`src/rtl/decode_stage.sv`:
```
// ---------------------------------------------------------------------------
// decode_stage
//
// RV32I decode pipeline stage between fetch and execute. Each accepted
// instruction is decoded combinationally and stored in a two-entry skid
// buffer. The buffer drives the execute side directly from its head slot.
// Both sides use a valid/ready handshake. in_ready comes from a register and
// does not depend on out_ready, so the path from execute back to fetch has no
// combinational loop.
//
// Optional feature macro: DECODE_ILLEGAL_TRAP_EN
//    defined   - adds the out_illegal port. An illegal bundle keeps its raw
//                fields, and its reg_we is forced to 0.
//    undefined - an illegal instruction is replaced by the decode of NOP_INSTR.
//
// Ports
//    clk, rst        rising-edge clock, synchronous active-high reset
//    flush           discard every buffered entry and any push in the same cycle
//    in_valid        fetch presents in_instr / in_pc
//    in_ready        stage can accept (registered)
//    in_instr        raw 32-bit instruction
//    in_pc           instruction address
//    out_valid       decoded bundle valid (held until out_ready)
//    out_ready       execute accepts the bundle
//    out_op          {funct7, funct3, opcode} ALU op bus
//    out_imm         sign-extended immediate
//    out_rs1/rs2/rd  raw register index fields
//    out_use_imm     ALU b operand is the immediate
//    out_reg_we      instruction writes rd (0 when rd is x0)
//    out_pc          PC passed through
//    out_illegal     illegal-instruction flag (only with DECODE_ILLEGAL_TRAP_EN)
// ---------------------------------------------------------------------------
module decode_stage #(
   parameter int          XLEN      = 32,
   parameter logic [31:0] NOP_INSTR = 32'h00000013
) (
   input  logic            clk,
   input  logic            rst,
   input  logic            flush,
   input  logic            in_valid,
   output logic            in_ready,
   input  logic [31:0]     in_instr,
   input  logic [XLEN-1:0] in_pc,
   output logic            out_valid,
   input  logic            out_ready,
   output logic [16:0]     out_op,
   output logic [XLEN-1:0] out_imm,
   output logic [4:0]      out_rs1,
   output logic [4:0]      out_rs2,
   output logic [4:0]      out_rd,
   output logic            out_use_imm,
   output logic            out_reg_we,
   output logic [XLEN-1:0] out_pc
`ifdef DECODE_ILLEGAL_TRAP_EN
   ,
   output logic            out_illegal
`endif
);

   localparam logic [6:0] OPC_OP     = 7'b0110011;
   localparam logic [6:0] OPC_OPIMM  = 7'b0010011;
   localparam logic [6:0] OPC_LOAD   = 7'b0000011;
   localparam logic [6:0] OPC_JALR   = 7'b1100111;
   localparam logic [6:0] OPC_STORE  = 7'b0100011;
   localparam logic [6:0] OPC_BRANCH = 7'b1100011;
   localparam logic [6:0] OPC_LUI    = 7'b0110111;
   localparam logic [6:0] OPC_AUIPC  = 7'b0010111;
   localparam logic [6:0] OPC_JAL    = 7'b1101111;

   typedef struct packed {
      logic [16:0]     op;
      logic [XLEN-1:0] imm;
      logic [4:0]      rs1;
      logic [4:0]      rs2;
      logic [4:0]      rd;
      logic            useImm;
      logic            regWe;
      logic [XLEN-1:0] pc;
`ifdef DECODE_ILLEGAL_TRAP_EN
      logic            illegal;
`endif
   } bundle_t;

   typedef enum logic [1:0] {
      EMPTY = 2'd0,
      ONE   = 2'd1,
      TWO   = 2'd2
   } occ_t;

   occ_t    state_q;
   bundle_t head_q;
   bundle_t tail_q;
   logic    inReady_q;
   logic    outValid_q;
   bundle_t decoded;
   logic    push;
   logic    pop;

   // An instruction is illegal if its opcode is not recognised. It is also
   // illegal if it is an R-type with an unsupported funct7, or with the
   // alternate funct7 (0100000) on any funct3 other than SUB/SRA.
   function automatic logic instrIllegal(input logic [31:0] instr);
      logic       illegal;
      logic [6:0] opc;
      logic [2:0] f3;
      logic [6:0] f7;
      opc = instr[6:0];
      f3  = instr[14:12];
      f7  = instr[31:25];
      case (opc)
         OPC_OP:
            illegal = !((f7 == 7'b0000000) ||
                        ((f7 == 7'b0100000) && ((f3 == 3'b000) || (f3 == 3'b101))));
         OPC_OPIMM, OPC_LOAD, OPC_JALR, OPC_STORE,
         OPC_BRANCH, OPC_LUI, OPC_AUIPC, OPC_JAL:
            illegal = 1'b0;
         default:
            illegal = 1'b1;
      endcase
      return illegal;
   endfunction

   // Field extraction. Only R-type and the immediate shifts carry funct7 on
   // the op bus. A shift immediate is the unsigned shamt field. Every other
   // immediate is assembled as 32 bits and then sign-extended to XLEN.
   function automatic bundle_t decodeInstr(input logic [31:0] instr,
                                           input logic [XLEN-1:0] pc);
      bundle_t    b;
      logic [6:0] opc;
      logic [2:0] f3;
      logic       isShift;
      logic [31:0] imm32;
      b       = '0;
      opc     = instr[6:0];
      f3      = instr[14:12];
      isShift = (opc == OPC_OPIMM) && ((f3 == 3'b001) || (f3 == 3'b101));
      b.op    = {((opc == OPC_OP) || isShift) ? instr[31:25] : 7'b0, f3, opc};
      case (opc)
         OPC_OPIMM:
            imm32 = isShift ? {27'b0, instr[24:20]} : {{20{instr[31]}}, instr[31:20]};
         OPC_LOAD, OPC_JALR:
            imm32 = {{20{instr[31]}}, instr[31:20]};
         OPC_STORE:
            imm32 = {{20{instr[31]}}, instr[31:25], instr[11:7]};
         OPC_BRANCH:
            imm32 = {{19{instr[31]}}, instr[31], instr[7], instr[30:25], instr[11:8], 1'b0};
         OPC_LUI, OPC_AUIPC:
            imm32 = {instr[31:12], 12'b0};
         OPC_JAL:
            imm32 = {{11{instr[31]}}, instr[31], instr[19:12], instr[20], instr[30:21], 1'b0};
         default:
            imm32 = 32'b0;
      endcase
      b.imm    = XLEN'($signed(imm32));
      b.rs1    = instr[19:15];
      b.rs2    = instr[24:20];
      b.rd     = instr[11:7];
      b.useImm = !((opc == OPC_OP) || (opc == OPC_BRANCH));
      case (opc)
         OPC_OP, OPC_OPIMM, OPC_LOAD, OPC_JALR, OPC_LUI, OPC_AUIPC, OPC_JAL:
            b.regWe = (instr[11:7] != 5'd0);
         default:
            b.regWe = 1'b0;
      endcase
      b.pc = pc;
      return b;
   endfunction

   // Combinational decode of the incoming instruction. The illegal-instruction
   // policy (flag it, or replace it with a NOP) is chosen at build time.
   always_comb begin
      decoded = decodeInstr(in_instr, in_pc);
`ifdef DECODE_ILLEGAL_TRAP_EN
      decoded.illegal = instrIllegal(in_instr);
      if (decoded.illegal) begin
         decoded.regWe = 1'b0;
      end
`else
      if (instrIllegal(in_instr)) begin
         decoded = decodeInstr(NOP_INSTR, in_pc);
      end
`endif
   end

   assign push = in_valid && inReady_q;
   assign pop  = outValid_q && out_ready;

   // Occupancy FSM for the skid buffer. head_q is always the oldest entry
   // and feeds the outputs directly. tail_q holds the entry that was caught
   // while execute stalled. A push is impossible in TWO because in_ready
   // is low there. Flush empties the buffer and drops any same-cycle push.
   always_ff @(posedge clk) begin
      if (rst) begin
         state_q    <= EMPTY;
         head_q     <= '0;
         tail_q     <= '0;
         inReady_q  <= 1'b1;
         outValid_q <= 1'b0;
      end else if (flush) begin
         state_q    <= EMPTY;
         inReady_q  <= 1'b1;
         outValid_q <= 1'b0;
      end else begin
         case (state_q)
            EMPTY: begin
               if (push) begin
                  head_q     <= decoded;
                  state_q    <= ONE;
                  outValid_q <= 1'b1;
               end
            end
            ONE: begin
               if (push && pop) begin
                  head_q <= decoded;
               end else if (push) begin
                  tail_q    <= decoded;
                  state_q   <= TWO;
                  inReady_q <= 1'b0;
               end else if (pop) begin
                  state_q    <= EMPTY;
                  outValid_q <= 1'b0;
               end
            end
            TWO: begin
               if (pop) begin
                  head_q    <= tail_q;
                  state_q   <= ONE;
                  inReady_q <= 1'b1;
               end
            end
            default: begin
               state_q    <= EMPTY;
               inReady_q  <= 1'b1;
               outValid_q <= 1'b0;
            end
         endcase
      end
   end

   assign in_ready    = inReady_q;
   assign out_valid   = outValid_q;
   assign out_op      = head_q.op;
   assign out_imm     = head_q.imm;
   assign out_rs1     = head_q.rs1;
   assign out_rs2     = head_q.rs2;
   assign out_rd      = head_q.rd;
   assign out_use_imm = head_q.useImm;
   assign out_reg_we  = head_q.regWe;
   assign out_pc      = head_q.pc;
`ifdef DECODE_ILLEGAL_TRAP_EN
   assign out_illegal = head_q.illegal;
`endif

endmodule

```
`config.mk`:
```
export PLATFORM = sky130hd
export DESIGN_NAME = decode_stage
export DESIGN_NICKNAME = d
export VERILOG_FILES = /design/src/rtl/decode_stage.sv
export SDC_FILE = /design/constraint.sdc
export NUM_CORES = 1
export LEC_CHECK = 0
export ABC_CLOCK_PERIOD_IN_PS = 2090
export BUFFER_PORTS_ARGS = -buffer_cell sky130_fd_sc_hd__buf_2
export CAP_MARGIN = 20
export CORE_AREA = 5 5 134 136
export CTS_BUF_LIST = sky130_fd_sc_hd__clkbuf_4 sky130_fd_sc_hd__clkbuf_8 sky130_fd_sc_hd__clkbuf_16
export CTS_CLUSTER_DIAMETER = 40
export CTS_CLUSTER_SIZE = 10
export DETAILED_ROUTE_END_ITERATION = 16
export DIE_AREA = 0 0 139 141
export PLACE_DENSITY_LB_ADDON = 0.2
export SETUP_SLACK_MARGIN = 0.3
export SYNTH_ARGS = -nofsm -noshare
export SYNTH_HDL_FRONTEND = slang
export SYNTH_SLANG_ARGS = --single-unit
```
`constraint.sdc`:
```
create_clock -name clk -period 2.09 [get_ports clk]
set_clock_uncertainty 0.15 [all_clocks]
set_input_delay 0.1045 -clock clk [delete_from_list [all_inputs] [get_ports clk]]
set_output_delay 0.1045 -clock clk [all_outputs]
set_load 0.03 [all_outputs]
```
== Word-level counts from Yosys, hierarchy flattened ==
Index checks and enable logic that the tools add are counted.
Storage, ports and cells
  register bits: 200
  input bits: 69
  logic and storage cells: 97
Cells by class
  eq/ne operators: 22
  multiplexer cells: 25
  bitwise gates (word level): 4
  reduce and logical (&&, ||, !) cells: 27
Operators by type and width (count)
  two-way mux 98 bit: 4
  one-hot mux 98 bit (3 select lines): 1
  one-hot mux 32 bit (6 select lines): 1
  two-way mux 32 bit: 1
  equality test 7 x 6 -> 1 bit, second input constant: 4
  equality test 7 bit, second input constant: 3
  equality test 7 x 5 -> 1 bit, second input constant: 2
  != test 2 bit, second input constant: 7
  AND reduction 4 bit: 3
  two-way mux 2 bit: 5
  AND reduction 5 bit: 2
  two-way mux 1 bit: 8
  OR reduction 8 bit: 1
  equality test 7 x 2 -> 1 bit, second input constant: 1
  zero test 7 bit: 1
  two-way mux 7 bit: 1
  OR reduction 7 bit: 1
  one-hot mux 1 bit (3 select lines): 2
  one-hot mux 2 bit (3 select lines): 1
  OR reduction 2 bit: 3
  logical AND 1 bit: 5
  logical OR 1 bit: 5
  nonzero test 5 bit: 1
  inverter 1 bit: 4
  10 further kinds: 11

== Logic depth before layout (Yosys ltp) ==
Gate-level depths: netlist of run 1.
  depth in word-level cells: 9
  gate-level depth with buffers: 7
  mapped depth without buffers: 5

== Worst setup path before layout of run 1 ==
Ideal clock, no wire load.
  path type: flip-flop to flip-flop
  start: register outValid_q (netlist: out_valid)
  end: register head_q (netlist bit out_imm[21])
  data arrival time: 1906 ps
  required time: 1837 ps
  path slack: -69 ps
  cell stages (with the launch flop): 7
  cell sequence: dfxtp_1 > and4b_1 > a211oi_2 > nor2_1 > clkbuf_1 > nor2_1 > a2111oi_2
Between the ends
  longest elaborated chain between the ends: 4
  elaborated cells on any way between the ends: 5
Ends and longest elaborated chain
  start: declaration: RTL line 94  | logic outValid_q;
  start signal: assignment: RTL line 198  | outValid_q <= 1'b0;
  start signal: assignment: RTL line 202  | outValid_q <= 1'b0;
  start signal: assignment: RTL line 209  | outValid_q <= 1'b1;
  logical AND 1 bit *: RTL line 186  | assign pop = outValid_q && out_ready;
  logical AND 1 bit: RTL line 213  | if (push && pop) begin
  != test 2 bit (no source line)
  AND reduction 5 bit (no source line) *
  end signal: assignment: RTL line 207  | head_q <= decoded;
  end signal: assignment: RTL line 214  | head_q <= decoded;
  end signal: assignment: RTL line 226  | head_q <= tail_q;
  end: declaration: RTL line 91  | bundle_t head_q;
Mark *: on every way between the ends. The rest lies on a longest branch, timed or not.
A chain may end at the register's enable or synchronous reset.

== Final worst setup path of run 1 ==
  start: register state_q[0]
  end: register head_q (netlist bit out_pc[3])
Between the ends
  longest elaborated chain between the ends: 3
  elaborated cells on any way between the ends: 9
Ends and longest elaborated chain
  start: declaration: RTL line 90  | occ_t state_q;
  start signal: assignment: RTL line 194  | state_q <= EMPTY;
  start signal: assignment: RTL line 200  | state_q <= EMPTY;
  start signal: assignment: RTL line 208  | state_q <= ONE;
  equality test 2 x 1 -> 1 bit (tied with other cells): RTL line 204  | case (state_q)
  != test 2 bit (no source line) / nonzero test 3 bit (equally long branches)
  AND reduction 5 bit (no source line)
Several ways; a longest one is shown, not always the timed one.

==> results of run 1 <==
-- Yosys cell counts (6+ instances only) --
master       n  share of area, %
dfxtp_1    200                45
nand2_1    194               8.1
nor2_1     139               5.8
clkbuf_1    78               3.3
a21oi_1     74               4.1
a311oi_1    44               4.3
nor3_1      37               2.1
o21ai_0     32               1.8
nor2b_1     26               1.8
mux2i_1     24               2.7
inv_1       22              0.92
o21ai_1     20               1.1
nand4b_1    18               1.8
nand3_1     17              0.95
o32ai_1     17               1.7
a211oi_1    11              0.92
buf_2       11              0.62
a2111oi_2   10               1.7
a2111oi_0    9              0.88
buf_1        9              0.38
o211ai_1     9              0.75
nand2b_1     8              0.56
nand3b_1     8              0.67
nand4_1      8              0.56
a21o_1       7              0.59
nor3b_1      7              0.59
o41ai_1      6              0.59
-- area by class of cell --
class | instances | area share (%)
Sequential cell | 200 | 30.1
Timing Repair Buffer | 354 | 23.6
Clock inverter | 14 | 0.965
Clock buffer | 18 | 3.29
Multi-Input combinational cell | 786 | 39.3
Inverter | 22 | 0.618
Tap cell | 225 | 2.11
-- logic make-up after synthesis --
logic type	count (synthesis)	share of synthesized area, %
and+or+nand+nor	490	25.6
AOI/OAI and AO/OA	270	21.5
DFF	200	44.7
buffers and inverters	121	5.27
muxes	24	2.68
xor gates and xnor gates	2	0.196
-- what timing repair did --
item / 4_1_cts / 5_1_grt
pin swaps: 30 / 68
endpoints found under the setup margin: 174 / 195
hold buffers: 68 / 0
setup buffers: 18 / 18
resized for setup: 53 / 172
endpoints found under the hold margin: 171 / 0
gates cloned: 4 / 22
-- flip-flops by register name (all words and copies together), names as in the netlist, 2 cells and up --
| name | cells |
|---|---|
| tail_q | 98 |
| out_rs1 | 5 |
| out_rs2 | 5 |
| out_imm | 32 |
| out_rd | 5 |
| state_q | 2 |
| out_pc | 32 |
| out_op | 17 |
-- worst min-delay path: cells and delay by family --
family          cells  cell delay [ns]
simple gates        1             0.15
buf+inv             2             0.24
compound gates      1             0.07
-- report_power, final --
part	total, W	internal (W)	switching [W]
Clock	0.00326	0.00161	0.00164
Sequential	0.00400	0.00393	0.0000741
Combinational	0.00151	0.000607	0.000902
-- worst max-delay path by stage --
stage                          endpoint  cells past startpoint                     from  slack (ns)
3_5_place_dp    out_pc[22]$_SDFFE_PP0P_                      6  state_q[1]$_SDFFE_PP0P_        0.06
2_1_floorplan  out_imm[10]$_SDFFE_PP0P_                      6    in_ready$_SDFFE_PP1P_        0.29
4_1_cts        out_imm[20]$_SDFFE_PP0P_                      8  state_q[1]$_SDFFE_PP0P_        0.14
5_1_grt          out_pc[3]$_SDFFE_PP0P_                      8  state_q[0]$_SDFFE_PP0P_       -0.07
6_report         out_pc[3]$_SDFFE_PP0P_                      8  state_q[0]$_SDFFE_PP0P_       -0.01
3_3_place_gp   out_imm[31]$_SDFFE_PP0P_                      6  state_q[1]$_SDFFE_PP0P_        0.11
-- per-stage QoR --
stage / setup TNS (ns) / area (µm²)
final: -0.0115 / 13400
after global routing: -0.0658 / 13400
after CTS: 0 / 12000
after detailed placement: 0 / 10300
after global placement: 0 / 10300
after floorplan: 0 / 9010
-- layer usage --
metal  vias up  track usage [%]
met5         -                0
met4         0             9.47
met3       121             5.22
met2       607             45.8
met1      4750             37.6
li1       4493                -
==> flow_summary.toml, run 1 <==
[finish]
fin_util_pct = 79.4
finalNonFillerCells = 1619
antennaDiodeCount = 0
drive_gt1_share_pct = 33.7
final_common_cell = "dfxtp_1"
nets = 1450
layout_common_cells = "dfxtp_1 (196), nand2_1 (185), buf_2 (167), nor2_1 (111), dlygate4sd3_1 (66)"
fill_cells = 1048
regArea_mm2 = 0.00402
area_delta_synth_final_pct = 49.2
multi_input_area_mm2 = 0.00525

[floorplanning]
num_io_pins = 169
initial_core_util_pct = 53.2
coreArea_mm2 = 0.0168
die_height_um = 141
dieArea_mm2 = 0.0196
rows = 48
dieWidth_um = 139

[critical_path]
required_ns = 2.27
crit_family = "simple AND/OR/NAND/NOR gates"
critPathArrivalTime_ns = 2.28
r2r_cells = 8
rrSetupSlack_ns = -0.01
worst-path-buf-inv = 3
slowest_stage = "dfxtp_2"
r2r_start = "state_q[0]$_SDFFE_PP0P_"
cp_max_fo = 16
worst_r2r_endpoint = "out_pc[3]$_SDFFE_PP0P_"
crit_chain = "and4bb_2 > a211oi_4 > buf_6 > nor2_4 > buf_12 > buf_16 > nor2_1 > a311oi_1"
crit_type = "reg2reg"
slowest_delay_ns = 0.35
cp-end-kind = "register"
startpoint_type = "register"

[timing]
rsz0062_at_grt = "yes"
slew_violations = 0
finalSetupViolations = 1
fin_crit_ns = 2.10
post-route-period-util_pct = 101
fmax_ghz = 0.476
hold_slack_ns = 0.0149
worst_slack_ns = -0.0115
hold_viol_final = 0
timing.slew.headroom_pct = 57.6
worstMarginPinSlew_ns = 0.637

[routing]
highest_layer = "met4"
firstDrtPassIters = 7
wl_per_cell_um = 21.0
finalWirelength_um = 34000
met2_length_um = 16000
drt_iter0_drc = 1298
routed-wl-met3_um = 3140
detail-route-antenna-nets = 0
viasPerCell = 6.16
met1Wirelength_um = 13700
vias = 9971
drc = 0

[worst_hold_path]
holdPathEnd = "tail_q[61]$_SDFFE_PP0P_"
hp-class = "in2reg"
min_from = "in_instr[12]"
hold_depth = 4

[yosys]
ys_async_sr_fraction_pct = 0
syn-cell-area_mm2 = 0.00895
yosysSeqAreaShare_pct = 44.7
yosysUniqueCellTypes = 62
avgSynthCellArea_um2 = 8.08
ys.flop_type = "dfxtp_1"
synth_nets = 1176
synth_edf_count = 0
synth_warnings = 0
ys_ff_latch = 200
syn_inst = 1107

[clocking]
cts.sinks = 200
h-tree-depth = 4
clkTransAtPathRegs_ns = 0.08
cts_buffers = 17
clock_path_buffers = 2
clock_latency_ns = 0.45
cts_tree = "yes"
root_buffer = "clkbuf_16"

[placement]
gp_congestion = 0.964
numPortBuffers = 168
place_hpwl_um = 16800
dp.cells = 1457
place_ws_ns = 0.0565

[outcome]
status = "finished, violations left"
violations = "setup timing"

[grt]
grt.overflow.total = 0
grt_use_total_pct = 28.0
grt_max_degree = 80
antenna_found_initial = 0
grt_pass1_wl_um = 45200
grt_pass1_vias = 8620

[power_and_ir_drop]
total_power_w = 0.00877
ir_drop_v = 0.000626
power_density_mw_per_mm2 = 656
p_leak_nw = 5.28

[run]
drv_cap = 0
Note: power is estimated with default switching activity, not from simulation.
==> run 2: changes to the inputs <==
- CORE_AREA: 5 5 134 136 -> 2 2 108 162
- DIE_AREA: 0 0 139 141 -> 0 0 110 164
==> flow_summary.toml, run 2 (synthesized netlist as in run 1, its figures left out) <==
[clocking]
clock_path_buffers = 2
cts_buffers = 17
clkTransAtPathRegs_ns = 0.07
h-tree-depth = 4
root_buffer = "clkbuf_16"
cts_tree = "yes"
cts.sinks = 200
clock_latency_ns = 0.43

[power_and_ir_drop]
power_density_mw_per_mm2 = 665
pwr-share-comb_pct = 17.8
seqPwrFrac_pct = 44.0
p_leak_nw = 5.35
swShare_pct = 27.9
power.switching_w = 0.00254
clkPwrFrac_pct = 38.2
total_power_w = 0.00911
ir_drop_v = 0.000544
intPower_w = 0.00657

[routing]
drc = 0
drt_iter0_drc = 977
detail-route-antenna-nets = 0
firstDrtPassIters = 5
wl_per_cell_um = 21.9
viasPerCell = 6.28
finalWirelength_um = 34900
vias = 10000

[critical_path]
slowest_stage = "dfxtp_4"
cp_common_cell = "buf_12"
critPathArrivalTime_ns = 2.17
cp-end-kind = "register"
worst-path-buf-inv = 2
timing.critical_path.from = "state_q[0]$_SDFFE_PP0P_"
crit_family = "simple AND/OR/NAND/NOR gates"
startpoint_type = "register"
crit_chain = "and4bb_2 > a211oi_4 > nor2_4 > buf_12 > buf_12 > nor2_1 > a2111oi_1"
cp_max_fo = 7
slowest_delay_ns = 0.36
r2r_start = "state_q[0]$_SDFFE_PP0P_"
required_ns = 2.25
crit_type = "reg2reg"

[finish]
drive_gt1_share_pct = 37.4
area_delta_synth_final_pct = 53.1
final_common_cell = "dfxtp_1"
layout_common_cells = "dfxtp_1 (196), nand2_1 (169), buf_2 (166), nor2_1 (110), dlygate4sd3_1 (64)"
fill_cells = 963
largest_reg_flops = 98
regMostFlops = "tail_q"
nets = 1439
antennaDiodeCount = 0

[placement]
gp_congestion = 0.890
numPortBuffers = 168
place_hpwl_um = 16700
place_ws_ns = 0.0627

[timing]
timing.slew.headroom_pct = 59.1
worstMarginPinSlew_ns = 0.614
setup_tns_ns = 0
slew_violations = 0
hold_viol_final = 0
worst_slack_ns = 0.0844
rsz0062_at_grt = "yes"
fin_crit_ns = 2.01
finalSetupViolations = 0
post-route-period-util_pct = 96.0
fmax_ghz = 0.499

[floorplanning]
num_io_pins = 169
rows = 58
dieWidth_um = 110
die_height_um = 164
coreArea_mm2 = 0.0166
initial_core_util_pct = 53.8
dieArea_mm2 = 0.0180

[grt]
antenna_found_initial = 0
grt_pass1_vias = 8666
grt_use_total_pct = 31.9
grt_pass1_wl_um = 44900
grt_max_degree = 85
grt.overflow.total = 0

[outcome]
status = "finished clean"

[worst_hold_path]
hp-class = "in2reg"
min_from = "in_instr[2]"

[run]
drv_cap = 0
## run 2: changes by cell type in the layout (fill, tap and decap cells not counted), sizes merged, moves of 3 or more
cell	before	now
clkinv	1	4
bufinv	0	3
clkbuf	32	42
clkinvlp	3	0
buf	272	258
inv	32	25
## run 2: per-layer routing
metal	global-route usage [%]	vias to the layer above	share of wire [%]
met5	0	-	0
met4	15.0	0	7.4
met3	5.91	173	7.5
met2	55.9	591	49
met1	36.9	4784	36
li1	-	4462	-
## run 2: worst paths after layout
kind | end | slack, ns | cells past startpoint
hold / removal | out_op[2]$_SDFFE_PP0P_ | 0.02 | 4
hold reg to reg | out_use_imm$_SDFFE_PP0P_ | 0.30 | 2
setup reg to reg | out_imm[17]$_SDFFE_PP0P_ | 0.08 | 7
setup / recovery | out_imm[17]$_SDFFE_PP0P_ | 0.08 | 7
## run 2: per-stage QoR
step                cell area, µm²  std cells  hold WS [ns]  util (%)
CTS                          12100       1554      0.000145      72.9
global placement             10300       1437         0.212      61.7
finish                       13700       1593        0.0185      82.4
detailed placement           10300       1437         0.215      61.7
global route                 13700       1593        0.0497      82.4
floorplan                     9010       1107        0.0905         -
## run 2: timing repair
item,4_1_cts,5_1_grt
hold buffers,64,0
resized for setup,63,209
endpoints found under the hold margin,165,0
endpoints found under the setup margin,184,196
cloned,11,24
pin swaps,9,110
setup buffers,10,15
## run 2: power by group through the flow
stage | clock (W) | combinational (W) | sequential [W]
2_1_floorplan | 0 | 0.000482 | 0.00427
3_3_place_gp | 0 | 0.00108 | 0.00408
3_5_place_dp | 0 | 0.00108 | 0.00408
4_1_cts | 0.00349 | 0.00132 | 0.00399
5_1_grt | 0.00363 | 0.00169 | 0.00402
6_report | 0.00348 | 0.00162 | 0.00401
## run 2: final cells by class
cell class	count	area (µm²)	share of cell area, %
clock buffers	22	469	3.42
clock inverters	10	141	1.03
inverters	22	82.6	0.603
multi-input cells	787	5500	40.1
flip-flops and latches	200	4020	29.3
well taps	210	263	1.92
repair buffers	342	3230	23.5
## run 2: worst reg2reg max path, stage by stage (launching register included)
cell,delay (ns)
dfxtp_4,0.36
and4bb_2,0.33
a211oi_4,0.07
nor2_4,0.19
buf_12,0.22
buf_12,0.16
nor2_1,0.05
a2111oi_1,0.35
